--- src/rtl/fpga_config_loader.sv ---
// Streams 32-bit configuration words into shadow registers and commits a complete frame
// atomically to the LUT/switch-box buses. Optional feature macro: CFG_CHECKSUM_EN (trailing XOR word).
module fpga_config_loader #(
  parameter int N_LUT = 8,
  parameter int N_SB  = 7
) (
  input  logic                 clock,
  input  logic                 reset,
  input  logic                 start,
  input  logic                 cfg_valid,
  output logic                 cfg_ready,
  input  logic [31:0]          cfg_data,
  output logic [N_LUT*33-1:0]  lut_cfg,
  output logic [N_SB*32-1:0]   sb_cfg,
  output logic                 fabric_en,
  output logic                 done,
  output logic                 error
);

  localparam int F  = N_LUT + N_SB + 1;
`ifdef CFG_CHECKSUM_EN
  localparam int FL = F + 1;
`else
  localparam int FL = F;
`endif
  // The final word of the frame is never stored; it is consumed on the commit edge.
  localparam int SD = FL - 1;
  localparam int CW = $clog2(FL + 1);
  localparam logic [31:0] RSV_MASK = 32'hFFFF_FFFF >> N_LUT;

  typedef enum logic [1:0] {IDLE, LOAD, COMMIT, ERROR} state_t;

  state_t              state, state_nxt;
  logic [CW-1:0]       cnt;
  logic [31:0]         shadow [SD];
  logic [31:0]         w_word;
  logic                accept, last, frame_bad, commit_now, fail_now, restart;
  logic [N_LUT*33-1:0] lut_nxt;
  logic [N_SB*32-1:0]  sb_nxt;

  assign cfg_ready  = (state == LOAD);
  assign restart    = start && (state != COMMIT);
  assign accept     = cfg_ready && cfg_valid && !start;
  assign last       = (cnt == CW'(FL - 1));
  assign commit_now = accept && last && !frame_bad;
  assign fail_now   = accept && last && frame_bad;

`ifdef CFG_CHECKSUM_EN
  logic [31:0] xor_acc;
  assign w_word    = shadow[F-1];
  assign frame_bad = (|(w_word & RSV_MASK)) || (cfg_data != xor_acc);

  always_ff @(posedge clock or posedge reset) begin
    if (reset)        xor_acc <= '0;
    else if (restart) xor_acc <= '0;
    else if (accept)  xor_acc <= xor_acc ^ cfg_data;
  end
`else
  assign w_word    = cfg_data;
  assign frame_bad = |(w_word & RSV_MASK);
`endif

  always_comb begin
    lut_nxt = '0;
    sb_nxt  = '0;
    for (int k = 0; k < N_LUT; k++) lut_nxt[33*k +: 33] = {w_word[31-k], shadow[k]};
    for (int k = 0; k < N_SB; k++)  sb_nxt[32*k +: 32]  = shadow[N_LUT+k];
  end

  always_ff @(posedge clock or posedge reset) begin
    if (reset) state <= IDLE;
    else       state <= state_nxt;
  end

  always_comb begin
    state_nxt = state;
    case (state)
      IDLE:    if (start) state_nxt = LOAD;
      LOAD: begin
        if (start)           state_nxt = LOAD;
        else if (commit_now) state_nxt = COMMIT;
        else if (fail_now)   state_nxt = ERROR;
      end
      COMMIT:  state_nxt = IDLE;
      ERROR:   if (start) state_nxt = LOAD;
      default: state_nxt = IDLE;
    endcase
  end

  always_ff @(posedge clock or posedge reset) begin
    if (reset) begin
      for (int i = 0; i < SD; i++) shadow[i] <= '0;
    end else if (accept) begin
      for (int i = 0; i < SD; i++)
        if (cnt == CW'(i)) shadow[i] <= cfg_data;
    end
  end

  always_ff @(posedge clock or posedge reset) begin
    if (reset) begin
      cnt       <= '0;
      lut_cfg   <= '0;
      sb_cfg    <= '0;
      fabric_en <= 1'b0;
      done      <= 1'b0;
      error     <= 1'b0;
    end else begin
      done <= commit_now;
      if (restart) begin
        cnt       <= '0;
        fabric_en <= 1'b0;
        error     <= 1'b0;
      end else if (accept) begin
        cnt <= cnt + 1'b1;
      end
      if (commit_now) begin
        lut_cfg   <= lut_nxt;
        sb_cfg    <= sb_nxt;
        fabric_en <= 1'b1;
      end
      if (fail_now) error <= 1'b1;
    end
  end

endmodule

--- config.mk ---
export PLATFORM = sky130hd
export DESIGN_NAME = fpga_config_loader
export DESIGN_NICKNAME = d
export VERILOG_FILES = /design/src/rtl/fpga_config_loader.sv
export SDC_FILE = /design/constraint.sdc
export NUM_CORES = 1
export LEC_CHECK = 0
export CORE_MARGIN = 2
export CORE_UTILIZATION = 40
export DETAILED_ROUTE_END_ITERATION = 7
export GPL_TIMING_DRIVEN = 1
export PLACE_DENSITY = 0.71
export SYNTH_ARGS = -nofsm -noshare
export SYNTH_HDL_FRONTEND = slang
export SYNTH_SLANG_ARGS = --single-unit
--- constraint.sdc ---
create_clock -name clock -period 104.6 [get_ports clock]
set_input_delay 20.92 -clock clock [delete_from_list [all_inputs] [get_ports clock]]
set_output_delay 20.92 -clock clock [all_outputs]
set_load 0.01 [all_outputs]
==> impl_metrics.csv, run 1 <==
group,metric,value,unit
sta,finalSetupViolCount,0,
final_layout,layout-drive-gt1-share,39.4,%
synthesis,synth_top_cells_by_count,"978 x sky130_fd_sc_hd__dfrtp_1, 868 x sky130_fd_sc_hd__mux2_2, 100 x sky130_fd_sc_hd__mux2_1",
floorplanning,die_x,306,µm
clocking,cts_hold_buf,0,
route,num_vias,20300,
clocking,cts-root-buf,"sky130_fd_sc_hd__clkbuf_16",
min_path,whs_path_depth,1,
sta,post-route-min-period,25.32,ns
global_routing,via_count_of_the_first_global_routing_pass,22000,
synthesis,synth_nets,2193,
sta,timing.final.hold_violations,0,
final_layout,layout.core_utilization,51.4,%
worst_setup_path,critical_path_fanouts_max,81,
power_and_ir_drop,power.static_leakage,0.0230,µW
run_status,outcome,"complete, no violations",
route,drc,0,
placed_design,port_buffers,527,
global_routing,maximum_number_of_pins_on_one_net_before_global_route_repair,199,
synthesis,yosys_warnings,0,
worst_setup_path,setup.worst_path.end_class,"flip-flop",
worst_setup_path,worst-endpoint-required,105.13,ns
sta,final.setup.tns,0,ns
placed_design,dpl-instance-area,43000,µm²
final_layout,flow.area_growth_from_synthesis,27.0,%
route,totalWireLength,96300,µm
placed_design,dp.final_hpwl,62500,µm
clocking,tritoncts,"done",
route,ant_nets,0,
final_layout,fin_nets,2742,
global_routing,grt_util_all_layers,20.6,%
synthesis,synth_top_area_share,67.1,%
sta,rsz0062_at_grt,"false",
floorplanning,die_h,306,µm
floorplanning,core.rowCount,110,
sta,worst_slew_pin_slew,1.16,ns
synthesis,synth_most_common_cell,"sky130_fd_sc_hd__dfrtp_1",
power_and_ir_drop,power.density_cell_area,17.1,nW/µm²
sta,layout_setup_ws,79.28,ns
clocking,h-tree-depth,3,
clocking,cts_num_sinks,978,
sta,slew-limit-headroom,22.7,%
clocking,cts_post_setup_buffers_inserted,0,
synthesis,netlist_instances,2150,
sta,top_achievable_clock_speed,39.5,MHz
worst_setup_path,crit-reg2reg-capture,"sb_cfg[142]",
floorplanning,core-area,90100,µm²
final_layout,fill_cells,7367,
floorplanning,die_area,93600,µm²
synthesis,synth-seq-area-share,67.1,%
global_routing,first_pass_grt_wire_length,144000,µm
clocking,postCtsResizedCells,0,
synthesis,synthArstFlopShare,100,%
min_path,hold_path.class,"flip-flop to flip-flop",
run,max_cap_viol_count,0,
floorplanning,initial_core_util,40.4,%
global_routing,grt-ovfl-total,0,
route,drtPass1Iterations,6,
route,viasPerCell,5.15,
synthesis,synth.top_cells.by_area,"sky130_fd_sc_hd__dfrtp_1 67%, sky130_fd_sc_hd__mux2_2 27%, sky130_fd_sc_hd__mux2_1 3.1%",
synthesis,synth.cell_area,36500,µm²
clocking,cts.clk_slew.worst_paths,0.06,ns
worst_setup_path,timing_worst_setup_path_type,"input port to flip-flop",
synthesis,postSynthAreaPerCell,17.0,µm²
power_and_ir_drop,max-vdd-ir-drop,0.0126,mV
worst_setup_path,critical_path.reg2reg.startpoint,"state[1]",
min_path,min-delay-start,"lut_cfg[192]",
synthesis,yosysTopAreaCell,"sky130_fd_sc_hd__dfrtp_1",
sta,report.final.slew_viol_count,0,
floorplanning,io-pin-count,528,
route,drtIter0Drc,1239,
sta,period_share,24.2,%
clocking,clock_insertion_delay_worst_skew,0.66,ns
worst_setup_path,cp_arrival,25.84,ns
global_routing,grt_antenna_before_repair,11,
worst_setup_path,reg2reg_depth,9,
placed_design,globalplace.congestion,0.767,
clocking,cts.path.max_buffers,3,
sta,finalClockSkew,0.0276,ns
placed_design,pre_cts_slack,78.58,ns
clocking,number_of_buffers_created_by_cts,102,
synthesis,ys.flop_type,"sky130_fd_sc_hd__dfrtp_1",
min_path,worst_hold_endpoint,"lut_cfg[192]",
synthesis,ys_seq_elements,978,
synthesis,netlist-cell-type-count,26,
route,routedWlPerCell,24.4,µm
final_layout,finalInstanceArea,46300,µm²
worst_setup_path,timing.critical_path.from_type,"input port",
worst_setup_path,r2r_setup_slack,99.65,ns
synthesis,edff_count_synth,0,
power by group:
| part | switching (µW) | total, µW | internal (µW) |
|---|---|---|---|
| logic | 19.8 | 34.9 | 15.0 |
| clock network | 147 | 354 | 207 |
| registers | 7.42 | 401 | 393 |
| total | 175 | 790 | 615 |
sequential cells by signal (all words and copies together), names as in the netlist:
signal	flops
lut_cfg	264
error	1
fabric_en	1
sb_cfg	224
cnt	5
lut_nxt	256
sb_nxt	224
done	1
state	2
layout make-up:
type	instances	area [µm²]	area share [%]
Inverter	7	33.8	0.0730
Multi-Input combinational cell	1031	11300	24.5
Tap cell	1176	1470	3.18
Clock inverter	32	342	0.738
Antenna cell	1	2.50	0.00540
Timing Repair Buffer	579	5700	12.3
Clock buffer	144	2930	6.33
Sequential cell	978	24500	52.9
stage by stage:
stage               hold WS, ns  cells  total power [µW]
finish                    0.481   3948               790
CTS                       0.483   3947               799
detailed placement        0.473   3771               443
floorplan                 0.459   2150               429
global route              0.502   3947               821
global placement          0.465   3771               440
worst max path at each step:
stage	startpoint	to	slack, ns	cells after the start
finish	cfg_data[8]	sb_cfg[142]	79.28	8
global placement	cfg_data[4]	sb_cfg[177]	78.60	8
floorplan	reset	cnt[0]	56.17	1
CTS	cfg_data[4]	sb_cfg[173]	79.28	8
detailed placement	cfg_data[4]	sb_cfg[90]	78.58	8
global route	cfg_data[8]	sb_cfg[174]	78.99	8
layer usage:
layer  global-route usage [%]  vias up  part of all wire, %
met1                     26.3    10900                   41
met5                        0        -                0.010
li1                         -     8668                    -
met3                     5.45      169                  6.9
met4                     8.55        2                  3.9
met2                     33.3      603                   48
kinds of logic after synthesis:
family | Yosys count | share of synthesized area (%)
DFF | 978 | 67.1
AOI/OAI and AO/OA | 7 | 0.141
xor gates and xnor gates | 3 | 0.0721
and+or+nand+nor | 46 | 0.632
muxes | 968 | 29.9
adders and majority gates | 7 | 0.240
buffers and inverters | 141 | 1.87
cell usage in the layout (no fill, tap or decap), drive strengths merged:
master         synthesis  routed
and2                   1       1
a21o                   1       1
nor2b                  3       3
bufinv                 0       5
o21ai                  1       1
mux2                 968     968
a211oi                 1       1
o32ai                  2       2
nand3                  3       3
inv                    7      10
and3                   5       5
xnor2                  1       1
o2bb2ai                1       1
nor3                   1       1
clkdlybuf4s50          0     526
clkinvlp               0       3
diode                  0       1
nor4                   6       6
and3b                  1       1
clkbuf                34     144
ha                     7       7
nand2                 16      16
clkinv                 0      21
buf                  100      53
dfrtp                978     978
nor2                   8       8
xor2                   2       2
a21oi                  1       1
nand4                  2       2
worst max-delay path, stage by stage:
cell                              delay, ns
sky130_fd_sc_hd__clkdlybuf4s50_1       0.86
sky130_fd_sc_hd__nor4_1                0.45
sky130_fd_sc_hd__nand2_1               0.23
sky130_fd_sc_hd__nor3_4                0.22
sky130_fd_sc_hd__buf_4                 0.83
sky130_fd_sc_hd__buf_4                 0.98
sky130_fd_sc_hd__buf_4                 0.78
sky130_fd_sc_hd__mux2_2                0.42
(Power assumes the default switching activity.)
==> run 2, diff against run 1 <==
--- a/config.mk
+++ b/config.mk
@@ -9,7 +9,7 @@
 export CORE_UTILIZATION = 40
 export DETAILED_ROUTE_END_ITERATION = 7
 export GPL_TIMING_DRIVEN = 1
-export PLACE_DENSITY = 0.71
+export PLACE_DENSITY = 0.73
 export SYNTH_ARGS = -nofsm -noshare
 export SYNTH_HDL_FRONTEND = slang
 export SYNTH_SLANG_ARGS = --single-unit
==> constraint.sdc (replaced) <==
create_clock -name clock -period 22.2 [get_ports clock]
set_input_delay 4.44 -clock clock [delete_from_list [all_inputs] [get_ports clock]]
set_output_delay 4.44 -clock clock [all_outputs]
set_load 0.01 [all_outputs]
==> impl_metrics.csv, run 2 (same netlist as run 1, synthesis figures left out) <==
group,metric,value,unit
floorplanning,initial_core_util,40.4,%
clocking,cts.clk_slew.worst_paths,0.06,ns
clocking,clock_insertion_delay_worst_skew,0.66,ns
floorplanning,die_area,93600,µm²
clocking,postCtsResizedCells,0,
sta,report.final.slew_viol_count,0,
run,max_cap_viol_count,0,
final_layout,largest_reg_flops,264,
placed_design,port_buffers,527,
final_layout,layout.core_utilization,51.7,%
sta,post-route-min-period,9.81,ns
route,routedWlPerCell,24.8,µm
worst_setup_path,cp_arrival,10.34,ns
floorplanning,core.rowCount,110,
worst_setup_path,critical_path_depth,9,
power_and_ir_drop,power.static_leakage,0.0231,µW
route,totalWireLength,98100,µm
min_path,hold_path.class,"flip-flop to flip-flop",
floorplanning,die_x,306,µm
worst_setup_path,worstPathCellList,"clkdlybuf4s50_1 -> nor4_1 -> nand4_1 -> nor3_4 -> buf_4 -> buf_4 -> buf_4 -> buf_4 -> mux2_2",
power_and_ir_drop,max-vdd-ir-drop,0.0517,mV
route,num_vias,20300,
worst_setup_path,critical-path-top-delay-family,"buffers and inverters",
route,drtIter0Drc,1183,
clocking,number_of_buffers_created_by_cts,101,
route,drtPass1Iterations,5,
floorplanning,core-area,90100,µm²
global_routing,grt_util_all_layers,21.0,%
sta,rsz0062_at_grt,"false",
clocking,cts-root-buf,"sky130_fd_sc_hd__clkbuf_16",
route,drc,0,
global_routing,via_count_of_the_first_global_routing_pass,22400,
final_layout,stdcell_count,3957,
placed_design,globalplace.congestion,0.799,
global_routing,first_pass_grt_wire_length,146000,µm
power_and_ir_drop,power.density_cell_area,82.3,nW/µm²
min_path,whs_path_depth,1,
clocking,h-tree-depth,3,
route,viasPerCell,5.14,
sta,slew-limit-headroom,22.8,%
clocking,cts.path.max_buffers,3,
run_status,outcome,"complete, no violations",
floorplanning,io-pin-count,528,
sta,top_achievable_clock_speed,102,MHz
final_layout,fin_nets,2736,
sta,finalSetupViolCount,0,
global_routing,grt_antenna_before_repair,6,
worst_setup_path,worst_path_most_repeated_cell,"sky130_fd_sc_hd__buf_4",
worst_setup_path,timing.critical_path.from_type,"input port",
final_layout,finalInstanceArea,46600,µm²
final_layout,commonest_non_fill_non_tap_cell_in_the_layout,"sky130_fd_sc_hd__dfrtp_1",
global_routing,grt-ovfl-total,0,
clocking,cts_hold_buf,0,
sta,worst_slew_pin_slew,1.16,ns
worst_setup_path,worst-path-buf-inv,5,
final_layout,largest-register,"lut_cfg",
final_layout,layout.cells.most_common_list,"978 x sky130_fd_sc_hd__dfrtp_1, 868 x sky130_fd_sc_hd__mux2_2, 526 x sky130_fd_sc_hd__clkdlybuf4s50_1",
route,ant_nets,0,
final_layout,layout-drive-gt1-share,39.9,%
placed_design,post_placement_cell_count,3766,
sta,timing.final.hold_violations,0,
worst_setup_path,setup.worst_path.end_class,"flip-flop",
sta,period_share,44.2,%
global_routing,maximum_number_of_pins_on_one_net_before_global_route_repair,181,
worst_setup_path,reg2reg_depth,10,
worst_setup_path,timing_worst_setup_path_type,"input port to flip-flop",
clocking,cts_post_setup_buffers_inserted,0,
sta,finalClockSkew,0.0222,ns
sta,final.setup.tns,0,ns
power_and_ir_drop,post-layout-total-power,3830,µW
clocking,cts_num_sinks,978,
final_layout,flow.area_growth_from_synthesis,27.8,%
worst_setup_path,critPathMaxStageDelay,0.92,ns
clocking,tritoncts,"done",
placed_design,dpl-instance-area,43000,µm²
placed_design,dp.final_hpwl,63900,µm
floorplanning,die_h,306,µm
worst_setup_path,cpMaxStageDelayCell,"sky130_fd_sc_hd__clkdlybuf4s50_1",
worst_setup_path,worst-endpoint-required,22.73,ns
worst_setup_path,critical_path_fanouts_max,78,
## run 2: power breakdown
group          internal [µW]  switching (µW)  total (µW)
Clock                   1070             706        1780
Combinational           70.1            92.8         163
Sequential              1850            38.6        1890
## run 2: cell type report
class | instances | area [µm²]
Inverter | 7 | 30.0
Sequential cell | 978 | 24500
Clock inverter | 39 | 474
Timing Repair Buffer | 574 | 5660
Tap cell | 1176 | 1470
Clock buffer | 150 | 3110
Fill cell | 7238 | 43600
Multi-Input combinational cell | 1031 | 11300
Antenna cell | 2 | 5.00
## run 2: per-stage QoR
step | setup WS (ns) | hold WS [ns]
final | 12.39 | 0.484
after global routing | 12.03 | 0.490
after detailed placement | 11.66 | 0.472
after floorplan | 4.29 | 0.459
after global placement | 11.74 | 0.468
after CTS | 12.38 | 0.480
## run 2: routing by layer
layer | share of wire (%) | vias up | track usage (%) | wire (µm)
met5 | 0 | - | 0 | 0
met4 | 3.6 | 0 | 8.25 | 3510
met3 | 5.4 | 149 | 4.59 | 5260
met2 | 49 | 537 | 34.5 | 47600
met1 | 43 | 11000 | 27.1 | 41700
li1 | - | 8679 | - | -
## run 2: worst paths after layout
path / from / end / slack, ns
min in group asynchronous: reset / lut_cfg[130] / 4.38
setup reg to reg: state[1] / sb_cfg[123] / 16.45
hold / removal: lut_nxt[225] / lut_cfg[225] / 0.48
hold reg to reg: lut_nxt[225] / lut_cfg[225] / 0.48
setup / recovery: cfg_data[1] / sb_cfg[123] / 12.39
max in group asynchronous: reset / sb_cfg[203] / 14.03
## run 2: worst register-to-register path, stage by stage (launching register included)
cell	delay (ns)
sky130_fd_sc_hd__dfrtp_1	0.38
sky130_fd_sc_hd__inv_1	0.08
sky130_fd_sc_hd__ha_1	0.21
sky130_fd_sc_hd__and3b_1	0.42
sky130_fd_sc_hd__nand2_1	0.28
sky130_fd_sc_hd__nor3_4	0.25
sky130_fd_sc_hd__buf_4	0.68
sky130_fd_sc_hd__buf_4	0.92
sky130_fd_sc_hd__buf_4	0.98
sky130_fd_sc_hd__buf_4	0.93
sky130_fd_sc_hd__mux2_2	0.47
==> run 3, diff against run 2 <==
==> constraint.sdc (replaced) <==
create_clock -name clock -period 7.9 [get_ports clock]
set_input_delay 1.58 -clock clock [delete_from_list [all_inputs] [get_ports clock]]
set_output_delay 1.58 -clock clock [all_outputs]
set_load 0.01 [all_outputs]
==> impl_metrics.csv, run 3 (same netlist as run 1, synthesis figures left out) <==
group,metric,value,unit
final_layout,multi_input_comb_area,11300,µm²
sta,rsz0062_at_grt,"false",
clocking,h-tree-depth,3,
sta,top_achievable_clock_speed,239,MHz
sta,post-route-min-period,4.18,ns
sta,finalSetupViolCount,0,
final_layout,largest-register,"lut_cfg",
sta,report.final.slew_viol_count,0,
worst_setup_path,r2r_setup_slack,4.63,ns
route,met3_length,8120,µm
placed_design,pre_cts_slack,3.12,ns
sta,worst_slew_pin_slew,1.17,ns
worst_setup_path,timing.critical_path.from_type,"input port",
worst_setup_path,cpMaxStageDelayCell,"sky130_fd_sc_hd__buf_12",
route,totalWireLength,96700,µm
final_layout,flow.area_growth_from_synthesis,28.3,%
worst_setup_path,reg2reg_depth,7,
power_and_ir_drop,power.density_cell_area,234,nW/µm²
floorplanning,die_area,93600,µm²
clocking,cts_hold_buf,0,
route,highest-signal-layer,"met5",
clocking,cts.path.max_buffers,3,
route,routedWlPerCell,24.4,µm
sta,finalClockSkew,0.0179,ns
global_routing,grt_util_all_layers,20.7,%
clocking,tritoncts,"done",
worst_setup_path,critical_path_fanouts_max,149,
sta,period_share,52.9,%
final_layout,commonest_non_fill_non_tap_cell_in_the_layout,"sky130_fd_sc_hd__dfrtp_1",
min_path,hold_path.class,"flip-flop to flip-flop",
worst_setup_path,cp_arrival,4.74,ns
placed_design,dp.final_hpwl,62400,µm
global_routing,via_count_of_the_first_global_routing_pass,21900,
clocking,cts_num_sinks,978,
floorplanning,initial_core_util,40.4,%
clocking,number_of_buffers_created_by_cts,103,
final_layout,sequential_cell_area,24500,µm²
floorplanning,die_x,306,µm
clocking,postCtsResizedCells,0,
sta,final.setup.tns,0,ns
global_routing,maximum_number_of_pins_on_one_net_before_global_route_repair,191,
run_status,outcome,"complete, no violations",
power_and_ir_drop,max-vdd-ir-drop,0.146,mV
floorplanning,core.rowCount,110,
min_path,whs_path_depth,1,
floorplanning,die_h,306,µm
route,ant_nets,0,
final_layout,layout.cells.most_common_list,"978 x sky130_fd_sc_hd__dfrtp_1, 868 x sky130_fd_sc_hd__mux2_2, 526 x sky130_fd_sc_hd__clkdlybuf4s50_1",
sta,slew-limit-headroom,22.0,%
global_routing,grt_antenna_before_repair,11,
placed_design,port_buffers,527,
final_layout,fin_nets,2740,
route,viasPerCell,5.08,
final_layout,fill_cells,7171,
final_layout,layout-drive-gt1-share,39.8,%
worst_setup_path,crit-reg2reg-capture,"sb_cfg[36]",
worst_setup_path,timing_worst_setup_path_type,"input port to flip-flop",
route,num_vias,20100,
worst_setup_path,setup.worst_path.end_class,"flip-flop",
floorplanning,io-pin-count,528,
clocking,cts_post_setup_buffers_inserted,0,
clocking,clock_insertion_delay_worst_skew,0.68,ns
placed_design,globalplace.congestion,0.780,
min_path,min-delay-start,"sb_nxt[8]",
sta,timing.final.hold_violations,0,
final_layout,largest_reg_flops,264,
worst_setup_path,worstPathCellList,"clkdlybuf4s50_1 -> buf_4 -> nor4_1 -> nand4_1 -> nor3_4 -> buf_12 -> mux2_2",
floorplanning,core-area,90100,µm²
worst_setup_path,critical_path.reg2reg.startpoint,"state[1]",
global_routing,first_pass_grt_wire_length,144000,µm
clocking,cts-root-buf,"sky130_fd_sc_hd__clkbuf_16",
sta,layout_setup_ws,3.72,ns
route,met2WireLength,46700,µm
route,drtIter0Drc,1176,
global_routing,grt-ovfl-total,0,
run,max_cap_viol_count,0,
route,drc,0,
worst_setup_path,worst-endpoint-required,8.45,ns
route,drtPass1Iterations,6,
final_layout,layout.core_utilization,51.9,%
route,route.layer.met1.wl,38700,µm
clocking,cts.clk_slew.worst_paths,0.06,ns
power_and_ir_drop,power.static_leakage,0.0232,µW
worst_setup_path,critPathMaxStageDelay,0.64,ns
min_path,worst_hold_endpoint,"sb_cfg[8]",
==> run 3: per-layer routing <==
layer	up-vias	GRT usage, %
li1	8681	-
met1	10700	26.0
met2	563	34.0
met3	152	5.96
met4	2	7.41
met5	-	0
==> run 3: worst max-delay path by stage <==
stage                               to    startpoint  cells past startpoint
after floorplan                 cnt[0]         reset                      1
after global placement     sb_cfg[169]   cfg_data[7]                      6
after detailed placement    lut_cfg[2]  cfg_data[18]                      7
after CTS                 lut_cfg[132]  cfg_data[18]                      7
after global routing       lut_cfg[34]  cfg_data[18]                      7
final                       sb_cfg[36]  cfg_data[18]                      7
==> run 3: cell type report <==
type	instances	share of cell area (%)
repair buffers	576	12.3
well taps	1176	3.15
clock buffers	144	6.36
clock inverters	47	1.53
flip-flops and latches	978	52.3
inverters	7	0.0642
diodes	2	0.0107
multi-input cells	1031	24.3
==> run 3: where the power goes <==
part | leakage, µW | switching (µW) | internal [µW]
Clock | 0.00181 | 2050 | 3130
Sequential | 0.0136 | 90.9 | 5210
Combinational | 0.00780 | 266 | 201
Total | 0.0232 | 2410 | 8540
==> run 3: worst max-delay path, delay by kind of cell <==
| family | cells | cell delay, ns |
|---|---|---|
| buf+inv | 3 | 1.26 |
| simple gates | 3 | 1.28 |
| mux | 1 | 0.42 |
==> run 3: metrics by stage <==
| step | std cells | total power [µW] | hold slack, ns | area (µm²) |
|---|---|---|---|---|
| 6_report | 3961 | 10900 | 0.478 | 46800 |
| 5_1_grt | 3959 | 11400 | 0.500 | 46800 |
| 3_5_place_dp | 3768 | 5870 | 0.474 | 43100 |
| 4_1_cts | 3959 | 11100 | 0.483 | 46800 |
| 3_3_place_gp | 3768 | 5830 | 0.466 | 43100 |
| 2_1_floorplan | 2150 | 5680 | 0.459 | 36500 |
